File: src/rtl/mem_arb_pkg.sv
// rtl/mem_arb_pkg.sv - shared types and constants for the memory port arbiter
package mem_arb_pkg;

    typedef enum logic [1:0] {
        IDLE,
        ISSUE,
        WAIT,
        DONE
    } state_t;

    typedef enum logic {
        INSTR,
        DATA
    } port_t;

    localparam logic [31:0] EBREAK_INSN = 32'h0010_0073;

endpackage

File: src/rtl/arb2_rr.sv
// rtl/arb2_rr.sv - two-requester arbiter, fixed data priority or round-robin
module arb2_rr
    import mem_arb_pkg::*;
#(
    parameter int FAIR = 1
) (
    input  logic  clk,
    input  logic  rst,
    input  logic  req_instr_i,
    input  logic  req_data_i,
    input  logic  take_i,
    output logic  gnt_valid_o,
    output port_t gnt_port_o
);

    port_t last_q, last_d;

    always_comb begin
        gnt_valid_o = req_instr_i | req_data_i;
        gnt_port_o  = DATA;
        if (req_instr_i && req_data_i) begin
            // On a tie the fair mode hands the grant to whoever did not win last.
            if (FAIR != 0 && last_q == DATA) begin
                gnt_port_o = INSTR;
            end
        end else if (req_instr_i) begin
            gnt_port_o = INSTR;
        end
        last_d = last_q;
        if (take_i && gnt_valid_o) begin
            last_d = gnt_port_o;
        end
    end

    always_ff @(posedge clk or negedge rst) begin
        if (!rst) begin
            last_q <= INSTR;
        end else begin
            last_q <= last_d;
        end
    end

endmodule

File: src/rtl/mem_port_arb.sv
// rtl/mem_port_arb.sv - shares one single-ported memory between fetch and data ports
module mem_port_arb
    import mem_arb_pkg::*;
#(
    parameter int ADDR_WIDTH  = 32,
    parameter int DATA_WIDTH  = 32,
    parameter int MEM_AW      = 16,
    parameter int WAIT_CYCLES = 1,
    parameter int FAIR        = 1
) (
    input  logic                    clk,
    input  logic                    rst,
    input  logic                    i_req,
    input  logic [ADDR_WIDTH-1:0]   i_addr,
    output logic [DATA_WIDTH-1:0]   i_rdata,
    output logic                    i_ack,
    output logic                    i_err,
    input  logic                    d_req,
    input  logic                    d_we,
    input  logic [ADDR_WIDTH-1:0]   d_addr,
    input  logic [DATA_WIDTH-1:0]   d_wdata,
    input  logic [DATA_WIDTH/8-1:0] d_wmask,
    output logic [DATA_WIDTH-1:0]   d_rdata,
    output logic                    d_ack,
    output logic                    d_err,
    output logic                    m_en,
    output logic                    m_we,
    output logic [MEM_AW-1:0]       m_addr,
    output logic [DATA_WIDTH-1:0]   m_wdata,
    output logic [DATA_WIDTH/8-1:0] m_wmask,
    input  logic [DATA_WIDTH-1:0]   m_rdata,
    output logic                    halted
);

    localparam int         MW        = DATA_WIDTH / 8;
    localparam logic [2:0] WAIT_LAST = 3'(WAIT_CYCLES - 1);

    state_t                state_q, state_d;
    port_t                 port_q;
    logic                  we_q;
    logic                  oor_q;
    logic [MEM_AW-1:0]     waddr_q;
    logic [DATA_WIDTH-1:0] wdata_q;
    logic [MW-1:0]         wmask_q;
    logic [2:0]            cnt_q;
    logic [DATA_WIDTH-1:0] i_rdata_q;
    logic [DATA_WIDTH-1:0] d_rdata_q;
    logic                  halted_q;

    logic                  i_elig;
    logic                  gnt_valid;
    port_t                 gnt_port;
    logic [ADDR_WIDTH-1:0] sel_addr;
    logic                  sel_oor;
    logic                  issue_mem;
    logic                  unused_addr_bits;

    assign i_elig = i_req && !halted_q;

    arb2_rr #(
        .FAIR(FAIR)
    ) u_arb (
        .clk         (clk),
        .rst         (rst),
        .req_instr_i (i_elig),
        .req_data_i  (d_req),
        .take_i      (state_q == IDLE),
        .gnt_valid_o (gnt_valid),
        .gnt_port_o  (gnt_port)
    );

    assign sel_addr         = (gnt_port == INSTR) ? i_addr : d_addr;
    assign sel_oor          = |sel_addr[ADDR_WIDTH-1:MEM_AW+2];
    assign unused_addr_bits = ^sel_addr[1:0];

    always_comb begin
        state_d = state_q;
        case (state_q)
            IDLE:    if (gnt_valid) state_d = ISSUE;
            ISSUE:   state_d = (we_q || oor_q) ? DONE : WAIT;
            WAIT:    if (cnt_q == WAIT_LAST) state_d = DONE;
            DONE:    state_d = IDLE;
            default: state_d = IDLE;
        endcase
    end

    always_ff @(posedge clk or negedge rst) begin
        if (!rst) begin
            state_q <= IDLE;
        end else begin
            state_q <= state_d;
        end
    end

    // Memory outputs stay at zero outside a real in-range access.
    assign issue_mem = (state_q == ISSUE) && !oor_q;
    assign m_en      = issue_mem;
    assign m_we      = issue_mem && we_q;
    assign m_addr    = issue_mem ? waddr_q : '0;
    assign m_wdata   = (issue_mem && we_q) ? wdata_q : '0;
    assign m_wmask   = (issue_mem && we_q) ? wmask_q : '0;

    assign i_ack   = (state_q == DONE) && (port_q == INSTR);
    assign d_ack   = (state_q == DONE) && (port_q == DATA);
    assign i_err   = i_ack && oor_q;
    assign d_err   = d_ack && oor_q;
    assign i_rdata = i_rdata_q;
    assign d_rdata = d_rdata_q;
    assign halted  = halted_q;

    always_ff @(posedge clk or negedge rst) begin
        if (!rst) begin
            port_q    <= INSTR;
            we_q      <= 1'b0;
            oor_q     <= 1'b0;
            waddr_q   <= '0;
            wdata_q   <= '0;
            wmask_q   <= '0;
            cnt_q     <= '0;
            i_rdata_q <= '0;
            d_rdata_q <= '0;
            halted_q  <= 1'b0;
        end else begin
            case (state_q)
                IDLE: begin
                    if (gnt_valid) begin
                        port_q  <= gnt_port;
                        oor_q   <= sel_oor;
                        waddr_q <= sel_addr[MEM_AW+1:2];
                        cnt_q   <= '0;
                        if (gnt_port == DATA) begin
                            we_q    <= d_we;
                            wdata_q <= d_wdata;
                            wmask_q <= d_wmask;
                        end else begin
                            we_q    <= 1'b0;
                            wdata_q <= '0;
                            wmask_q <= '0;
                        end
                    end
                end
                ISSUE: begin
                    if (oor_q) begin
                        if (port_q == INSTR) i_rdata_q <= '0;
                        else                 d_rdata_q <= '0;
                    end
                end
                WAIT: begin
                    if (cnt_q == WAIT_LAST) begin
                        if (port_q == INSTR) i_rdata_q <= m_rdata;
                        else                 d_rdata_q <= m_rdata;
                    end else begin
                        cnt_q <= cnt_q + 3'd1;
                    end
                end
                DONE: begin
                    if (port_q == INSTR && !oor_q && i_rdata_q == DATA_WIDTH'(EBREAK_INSN)) begin
                        halted_q <= 1'b1;
                    end
                end
                default: ;
            endcase
        end
    end

endmodule

File: config.mk
export PLATFORM = sky130hd
export DESIGN_NAME = mem_port_arb
export DESIGN_NICKNAME = d
export VERILOG_FILES = /design/src/rtl/mem_arb_pkg.sv /design/src/rtl/arb2_rr.sv /design/src/rtl/mem_port_arb.sv
export SDC_FILE = /design/constraint.sdc
export NUM_CORES = 1
export LEC_CHECK = 0
export CORE_UTILIZATION = 42
export DETAILED_ROUTE_END_ITERATION = 12
export PLACE_DENSITY = 0.78
export SKIP_LAST_GASP = 1
export SYNTH_ARGS = -nofsm -noshare
export SYNTH_HDL_FRONTEND = slang
export SYNTH_SLANG_ARGS = --single-unit
File: constraint.sdc
create_clock -name clk -period 2.8 [get_ports clk]
set_clock_uncertainty 0.2 [all_clocks]
set_input_delay 0.7 -clock clk [delete_from_list [all_inputs] [get_ports clk]]
set_output_delay 0.7 -clock clk [all_outputs]
set_load 0.01 [all_outputs]
==> out/metrics.cfg <==
[outcome]
status = complete, but fails checks
violations = negative setup slack

[placed_design]
portBuffers = 255
dp_cells = 1022
pre_cts_ws_ps = 40.93
dp_hpwl_um = 12380
place_congestion = 0.7778

[routing]
antenna_left = 0
avgRoutedWirePerCell_um = 16.84
drt_iter0_markers = 319
first_pass_iters = 4
routed_wirelength_um = 18000
via_count = 5466
viasPerCell = 5.113
drcViolationCount = 0

[logic_synthesis]
async_flop_share_pct = 100.0
syn-num-nets = 766
synth_sequential_area_ratio_pct = 53.80
synth_top_area_share_pct = 53.80
synth_ff_type = dfrtp_1
avgSynthCellArea_um2 = 9.348
synth-edff-count = 0
yosysUniqueCellTypes = 36
synthCells = 622
synth_area_um2 = 5814
yosys_warnings = 0
synth_area_leaders = dfrtp_1, nand2_1, o21ai_1
yosys.area.top_type = dfrtp_1
synth_seq_cells = 125

[timing]
hold_viol = 0
rsz0062_at_grt = yes
finalMaxSlewViolations = 0
worst_slew_pin_slew_ps = 793.6
tns_ps = -34.83
timing.fmax_mhz = 354.5
period_share_pct = 100.7
slew_headroom_pct = 47.10
fin_ws_ps = -20.65
setup_viol = 2
post-route-min-period_ps = 2821

[final_layout]
nNetsFinal = 1024
utilization_pct = 70.69
layout.cells.non_filler = 1069
antenna_cells = 0
drive_gt1_share_pct = 20.60
syn_to_final_growth_pct = 62.28

[cts]
clock_sinks = 125
clockRootBuffer = clkbuf_16
htree_levels = 4
cts_buffers = 17
path_clk_slew_ps = 60
cts_tree = done
clockBufferDepth = 2
clk_latency_ps = 410

[floorplanning]
rows = 42
die-area_um2 = 14320
die_h_um = 119.7
core_um2 = 13350
ios = 260
start_util_pct = 43.56
die_x_um = 119.7

[setup_path]
reg2reg_from = state_q[0]$_DFFE_PN0P_
cp-startpoint = state_q[1]$_DFFE_PN0P_
r2r_end = i_rdata[17]$_DFFE_PN0P_
critPathKind = reg2out
cp-endpoint = i_err
cp_max_fo = 3
critPathArrivalTime_ps = 1920
worstSetupEndpointType = output port
critPathLaunchType = register
cp.required_ps = 1900
r2r_cells = 9
ff2ff_setup_slack_ps = 150

[grt]
globalRouteTotalUtil_pct = 25.76
grt-ovfl-total = 0
grt_pass1_wl_um = 28240
grt_pass1_vias = 5722
grt_antenna_before_repair = 0
grt_max_degree = 75

[power_and_ir_drop]
pwr-share-clk_pct = 22.8
p_leak_nw = 4.278
internal_power_mw = 5.852
seqPwrFrac_pct = 33.2
p_per_area_nw_per_um2 = 988.0
vdd_ir_drop_max_uv = 506.8
power.total_mw = 9.323
power_switching_mw = 3.471
switching_share_pct = 37.23
comb_power_share_pct = 43.9

[flow_run]
cap_violations = 0

[min_path]
hold_path_class = in2async

layout make-up:
type	instances	area, um2
Sequential cell	125	3128
Timing Repair Buffer	285	2915
Inverter	7	26.28
Tap cell	176	220.2
Fill cell	1013	3913
Clock buffer	18	439.2
Multi-Input combinational cell	444	2561
Clock inverter	14	145.1
power groups by stage:
stage / Sequential (mW) / Combinational (mW) / Clock, mW
floorplan: 3.13 / 2.03 / 0
global placement: 3.04 / 3.59 / 0
detailed placement: 3.09 / 3.72 / 0
CTS: 3.07 / 4.04 / 2.18
global route: 3.19 / 4.46 / 2.26
finish: 3.10 / 4.09 / 2.13
placed cells by master, fill, tap and decap left out, drive strengths merged, types with 7 or more instances in the layout:
master / count
mux2i: 18
nand2: 188
o21ai: 125
and2: 19
and3: 37
ha: 7
clkinv: 7
nor2: 8
clkbuf: 18
dfrtp: 125
clkdlybuf4s50: 197
nor4: 10
buf: 83
inv: 8
critical path, stage by stage, from the launching register on:
cell,delay [ps]
dfrtp_1,390
buf_4,140
buf_4,130
ha_1,190
nor2b_2,180
and2_1,180
dlygate4sd2_1,300
cells in the mapped netlist (2+ instances only):
cell type  number
nor4_1         10
and3_1         37
o21ai_1        92
nor3_1          2
buf_1           3
buf_2           4
nand4_1         4
ha_1            7
o2bb2ai_1       2
dfrtp_1       125
nor2b_1         4
o21ai_2        27
a21oi_1         4
nand2b_1        3
clkbuf_1       23
o21ai_0         6
nor2_1          8
inv_1           6
buf_4           3
nand2_1       188
buf_6          13
mux2i_1        18
and2_1         19
a2111o_1        2
kinds of logic after synthesis:
kind of cell / share of synthesized area [%]
flops: 53.80
compound gates: 14.42
mux: 3.099
buf+inv: 5.380
fa+ha+maj: 1.506
simple gates: 21.80
registers in the layout, indices dropped and copies added (netlist names):
name,count
cnt_q,3
i_rdata,32
wdata_q,32
halted,1
wmask_q,4
oor_q,1
u_arb.last_q,1
d_rdata,32
state_q,2
waddr_q,16
we_q,1
repair_timing:
item / 4_1_cts / 5_1_grt
cloned: 5 / 0
setup buffers: 9 / 3
gates resized for setup: 230 / 66
hold buffers: 0 / 0
pin swaps: 2 / 1
setup endpoints to repair: 56 / 100
how the worst min path moves through the flow:
stage	endpoint	slack, ps
global route	d_rdata[20]$_DFFE_PN0P_	120
global placement	waddr_q[8]$_DFFE_PN0P_	260
CTS	d_rdata[18]$_DFFE_PN0P_	90
floorplan	cnt_q[0]$_DFFE_PN0P_	200
detailed placement	waddr_q[12]$_DFFE_PN0P_	270
finish	d_rdata[18]$_DFFE_PN0P_	90
per-layer routing:
layer | up-vias | track usage, % | part of all wire, %
met4 | 0 | 11.48 | 3.3
met1 | 2621 | 28.85 | 38
li1 | 2623 | - | -
met3 | 42 | 6.369 | 4.8
met5 | - | 0 | 0
met2 | 180 | 46.06 | 53
metrics by stage:
stage / hold WS [ps] / area (um2)
6_report: 92.41 / 9435
5_1_grt: 118.1 / 9435
4_1_cts: 89.72 / 9165
3_5_place_dp: 267.2 / 8531
3_3_place_gp: 259.2 / 8531
2_1_floorplan: 204.4 / 5814
(Power assumes the default switching activity.)
